==> src/rtl/demo_trigger.sv <==
// rtl/demo_trigger.sv - debounced push-button burst sequencer for the demo master control port
// Conditions btn/sw_mode, then issues BURST start/mode requests paced on ready.
module demo_trigger #(
    parameter int DB_WIDTH        = 16,
    parameter int DEBOUNCE_CYCLES = 50000,
    parameter int BURST           = 4,
    parameter int ACK_TIMEOUT     = 4,
    parameter int CNT_WIDTH       = 8
) (
    input  logic                 clk,
    input  logic                 rstn,
    input  logic                 btn,
    input  logic                 sw_mode,
    input  logic                 ready,
    output logic                 start,
    output logic                 mode,
    output logic                 busy,
    output logic                 err,
    output logic [CNT_WIDTH-1:0] txn_count
);

    localparam int REM_W = 4;
    localparam int TO_W  = $clog2(ACK_TIMEOUT + 1);

    typedef enum logic [1:0] {
        IDLE,
        ISSUE,
        WAIT_ACK,
        WAIT_DONE
    } state_t;

    state_t               state_q, state_d;
    logic                 btn_m_q, btn_m_d;
    logic                 btn_s_q, btn_s_d;
    logic                 sw_m_q, sw_m_d;
    logic                 sw_s_q, sw_s_d;
    logic                 btn_db_q, btn_db_d;
    logic                 btn_db_prev_q, btn_db_prev_d;
    logic [DB_WIDTH-1:0]  db_cnt_q, db_cnt_d;
    logic [REM_W-1:0]     remaining_q, remaining_d;
    logic [TO_W-1:0]      to_cnt_q, to_cnt_d;
    logic                 start_q, start_d;
    logic                 mode_q, mode_d;
    logic                 err_q, err_d;
    logic [CNT_WIDTH-1:0] txn_count_q, txn_count_d;
    logic                 press;

    always_comb begin
        btn_m_d       = btn;
        btn_s_d       = btn_m_q;
        sw_m_d        = sw_mode;
        sw_s_d        = sw_m_q;
        btn_db_d      = btn_db_q;
        db_cnt_d      = db_cnt_q;
        btn_db_prev_d = btn_db_q;
        // Any return to the accepted level restarts the stability window.
        if (btn_s_q == btn_db_q) begin
            db_cnt_d = '0;
        end else if (db_cnt_q == DB_WIDTH'(DEBOUNCE_CYCLES - 1)) begin
            btn_db_d = btn_s_q;
            db_cnt_d = '0;
        end else begin
            db_cnt_d = db_cnt_q + 1'b1;
        end
    end

    assign press = btn_db_q & ~btn_db_prev_q;

    always_comb begin
        state_d     = state_q;
        start_d     = 1'b0;
        mode_d      = mode_q;
        err_d       = err_q;
        remaining_d = remaining_q;
        to_cnt_d    = to_cnt_q;
        txn_count_d = txn_count_q;
        case (state_q)
            IDLE: begin
                if (press) begin
                    mode_d      = sw_s_q;
                    remaining_d = REM_W'(BURST);
                    err_d       = 1'b0;
                    state_d     = ISSUE;
                end
            end
            ISSUE: begin
                if (ready) begin
                    start_d  = 1'b1;
                    to_cnt_d = '0;
                    state_d  = WAIT_ACK;
                end
            end
            WAIT_ACK: begin
                // A master that never drops ready abandons the whole burst.
                if (!ready) begin
                    state_d = WAIT_DONE;
                end else if (to_cnt_q == TO_W'(ACK_TIMEOUT - 1)) begin
                    err_d   = 1'b1;
                    state_d = IDLE;
                end else begin
                    to_cnt_d = to_cnt_q + 1'b1;
                end
            end
            WAIT_DONE: begin
                if (ready) begin
                    txn_count_d = txn_count_q + 1'b1;
                    remaining_d = remaining_q - 1'b1;
                    state_d     = (remaining_q == REM_W'(1)) ? IDLE : ISSUE;
                end
            end
            default: state_d = IDLE;
        endcase
    end

    always_ff @(posedge clk or negedge rstn) begin
        if (!rstn) begin
            state_q       <= IDLE;
            btn_m_q       <= 1'b0;
            btn_s_q       <= 1'b0;
            sw_m_q        <= 1'b0;
            sw_s_q        <= 1'b0;
            btn_db_q      <= 1'b0;
            btn_db_prev_q <= 1'b0;
            db_cnt_q      <= '0;
            remaining_q   <= '0;
            to_cnt_q      <= '0;
            start_q       <= 1'b0;
            mode_q        <= 1'b0;
            err_q         <= 1'b0;
            txn_count_q   <= '0;
        end else begin
            state_q       <= state_d;
            btn_m_q       <= btn_m_d;
            btn_s_q       <= btn_s_d;
            sw_m_q        <= sw_m_d;
            sw_s_q        <= sw_s_d;
            btn_db_q      <= btn_db_d;
            btn_db_prev_q <= btn_db_prev_d;
            db_cnt_q      <= db_cnt_d;
            remaining_q   <= remaining_d;
            to_cnt_q      <= to_cnt_d;
            start_q       <= start_d;
            mode_q        <= mode_d;
            err_q         <= err_d;
            txn_count_q   <= txn_count_d;
        end
    end

    assign start     = start_q;
    assign mode      = mode_q;
    assign busy      = (state_q != IDLE);
    assign err       = err_q;
    assign txn_count = txn_count_q;

endmodule

==> config.mk <==
export PLATFORM = sky130hd
export DESIGN_NAME = demo_trigger
export DESIGN_NICKNAME = d
export VERILOG_FILES = /design/src/rtl/demo_trigger.sv
export SDC_FILE = /design/constraint.sdc
export NUM_CORES = 1
export LEC_CHECK = 0
export BUFFER_PORTS_ARGS = -buffer_cell sky130_fd_sc_hd__buf_2
export CAP_MARGIN = 20
export CORE_MARGIN = 8
export CORE_UTILIZATION = 47
export CTS_CLUSTER_SIZE = 24
export DETAILED_ROUTE_END_ITERATION = 7
export PLACE_DENSITY = 0.65
export SYNTH_ARGS = -nofsm -noshare
export SYNTH_HDL_FRONTEND = slang
export SYNTH_SLANG_ARGS = --single-unit
==> constraint.sdc <==
create_clock -name clk -period 4 [get_ports clk]
set_input_delay 0.4 -clock clk [delete_from_list [all_inputs] [get_ports clk]]
set_output_delay 0.4 -clock clk [all_outputs]
set_load 0.01 [all_outputs]
==> impl_metrics.yaml <==
worst_hold_path:
  hold_path_depth: 1
  min_path_type: "input pin to flop"
  hold_start: "sw_mode"
  min_to: "sw_m_q$_DFF_PN0_"
yosys:
  async_reset_ff_share_pct: 100
  synth_flop_cell: "dfrtp_1"
  ys_top_cells_by_count: "dfrtp_1, nor2_1, xnor2_1"
  syn-cell-area_sq_mm: 0.00191
  ys_seq_area_share_pct: 55.0
  synthTopCellsByArea: "dfrtp_1, xnor2_1, nor2_1, ha_1, nand2_1"
  ys_ff_latch: 42
  synth_nets: 193
  synth_cells: 182
  synth-edff-count: 0
  synth_top_area_share_pct: 55.0
  synth.most_common_cell: "dfrtp_1"
  postSynthAreaPerCell_sq_um: 10.5
  yosysTopAreaCell: "dfrtp_1"
  synth_cell_type_count: 28
  yosysWarnings: 0
timing:
  fin_setup_tns_ps: 0
  worst_pin_slew_ps: 889
  hold_viol: 0
  drv_slew: 0
  period_share_pct: 49.1
  hold_slack_ps: 215
  fmax_ghz: 0.509
  max_slew_margin_pct: 40.7
  finClkSkew_ps: 5.32
  rsz0062_at_grt: "false"
  setup_violations: 0
  finalCriticalPeriod_ps: 1960
cells_and_area:
  num-nets-final: 213
  multi_input_area_sq_um: 808
  num-fill-cells: 363
  fin_area_sq_mm: 0.00211
  fin_util_pct: 53.2
  instances_no_fill: 252
  diodes: 0
  regArea_sq_mm: 0.00105
  syn2layout_area_growth_pct: 10.5
  drive_gt1_share_pct: 13.4
setup_path:
  endpoint_kind: "flop"
  worst_setup_path_start_kind: "flop"
  critPathArrivalTime_ps: 2100
  ff2ff_path_depth: 4
  r2r_slack_ps: 2040
  path_class: "flop to flop"
  crit_buf_inv: 0
  max_stage_delay_ps: 810
  worstPathRequired_ps: 4140
  worst_r2r_startpoint: "db_cnt_q[12]$_DFF_PN0_"
  crit_family: "compound AO/OA/AOI/OAI gates"
  crit_fanout: 16
  crit_slowest_cell: "o41ai_4"
  r2r_end: "db_cnt_q[14]$_DFF_PN0_"
  critical_path.cell_chain: "nor4_1 -> nand3_1 -> o41ai_4 -> nor2_1"
grt:
  antenna_found_initial: 0
  grt_max_degree: 43
  grt_pass1_vias: 1340
  grt_pass1_wl_um: 6000
  overflow: 0
  grt_use_total_pct: 11.7
pwr:
  leakage_nw: 0.932
  power_per_cell_area_mw_per_mm2: 517
  ir_drop_mv: 0.280
route:
  wl_um: 3280
  drt_iter0_drc: 103
  vias_per_cell: 5.35
  drc: 0
  via_count: 1349
  ant_nets: 0
  wire_per_inst_um: 13.0
  first_pass_iters: 4
clock_tree:
  htreeDepth: 2
  clk_pin_slew_ps: 70
  cts_resized: 0
  holdBufCountCts: 0
  cts_inserted_buffers: 5
  cts_root_buffer: "clkbuf_8"
  clkSinkCount: 42
  cts_tree: "done"
  clock_latency_ps: 290
  postCtsSetupBuffers: 0
  clockBufferDepth: 2
die:
  start_util_pct: 48.1
  core_sq_mm: 0.00397
  pin_count: 17
  num_rows: 23
  die_w_um: 79.8
  die_y_um: 79.8
  dieArea_sq_mm: 0.00636
flow_run:
  cap_violations: 0
placed_design:
  hpwl_um: 2420
  io_buffers: 16
  dp.cells: 245
  dpl_cell_area_sq_mm: 0.00204
  gp_congestion: 0.809
outcome:
  status: "finished clean"
cell type report:
cell class | instances | share of cell area, %
Sequential cell | 42 | 49.8
Clock buffer | 7 | 3.61
Multi-Input combinational cell | 128 | 38.3
Tap cell | 50 | 2.96
Timing Repair Buffer | 16 | 3.79
Inverter | 9 | 1.60
cell families after synthesis:
logic type / share of synthesized area, %
multiplexers: 1.77
AND/OR/NAND/NOR: 18.7
adder cells (fa/ha/maj): 3.93
AO/OA/AOI/OAI: 7.33
buffers and inverters: 2.75
flip-flops: 55.0
XOR/XNOR: 10.5
registers in the layout, indices dropped and copies added, names as in the netlist:
name / count
btn_db_prev_d: 1
btn_db_prev_q: 1
btn_m_q: 1
btn_s_q: 1
db_cnt_q: 16
err: 1
mode: 1
remaining_q: 4
start: 1
state_q: 2
sw_m_q: 1
sw_s_q: 1
to_cnt_q: 3
txn_count: 8
metal layers:
layer,up-vias,track usage (%),wire length [um]
met1,654,15.0,1610
met2,24,18.0,1480
met3,4,4.17,156
met4,0,3.82,35
li1,667,-,-
met5,-,0,0
through the flow:
| step | setup slack (ps) | power, mW |
|---|---|---|
| after floorplan | 2370 | 0.764 |
| after global placement | 2110 | 0.841 |
| after detailed placement | 2030 | 0.858 |
| after CTS | 2020 | 1.11 |
| after global routing | 1880 | 1.17 |
| final | 2040 | 1.09 |
how the worst max path moves through the flow:
stage	from	endpoint	slack, ps	depth (start not counted)
2_1_floorplan	state_q[0]$_DFFE_PN0P_	mode$_DFFE_PN0P_	2370	4
3_3_place_gp	db_cnt_q[7]$_DFF_PN0_	db_cnt_q[3]$_DFF_PN0_	2110	4
3_5_place_dp	db_cnt_q[12]$_DFF_PN0_	db_cnt_q[14]$_DFF_PN0_	2030	4
4_1_cts	db_cnt_q[12]$_DFF_PN0_	db_cnt_q[14]$_DFF_PN0_	2020	4
5_1_grt	db_cnt_q[12]$_DFF_PN0_	db_cnt_q[8]$_DFF_PN0_	1880	4
6_report	db_cnt_q[12]$_DFF_PN0_	db_cnt_q[14]$_DFF_PN0_	2040	4
worst reg2reg max path, cell delays in order (launching register included):
cell and delay, ps:
dfrtp_1 420, nor4_1 270, nand3_1 170, o41ai_4 810, nor2_1 140
power by group:
| part | internal (mW) | switching (mW) |
|---|---|---|
| clock network | 0.120 | 0.129 |
| registers | 0.498 | 0.0844 |
| logic | 0.117 | 0.145 |
| total | 0.735 | 0.358 |
layout by cell type (no fill, tap or decap):
cell type | Yosys | layout
or4_1 | 1 | 1
nor2_1 | 29 | 29
o21ai_0 | 7 | 7
o41ai_4 | 1 | 1
or3_1 | 2 | 2
a31oi_1 | 1 | 1
mux2_2 | 3 | 3
nand3_1 | 8 | 8
inv_1 | 9 | 9
clkbuf_1 | 2 | 2
dfrtp_1 | 42 | 42
o32ai_1 | 1 | 1
ha_1 | 6 | 6
o31ai_1 | 1 | 1
nor4_1 | 6 | 6
xnor2_1 | 18 | 18
clkbuf_8 | 0 | 5
a22oi_1 | 1 | 1
nand2_1 | 14 | 14
a22o_1 | 1 | 1
or3b_2 | 1 | 1
nand4_1 | 7 | 7
buf_2 | 0 | 16
a21oi_1 | 6 | 6
nor3_1 | 6 | 6
o22a_1 | 1 | 1
and3_1 | 1 | 1
xor2_1 | 5 | 5
nand3_2 | 1 | 1
(Power assumes the default switching activity.)
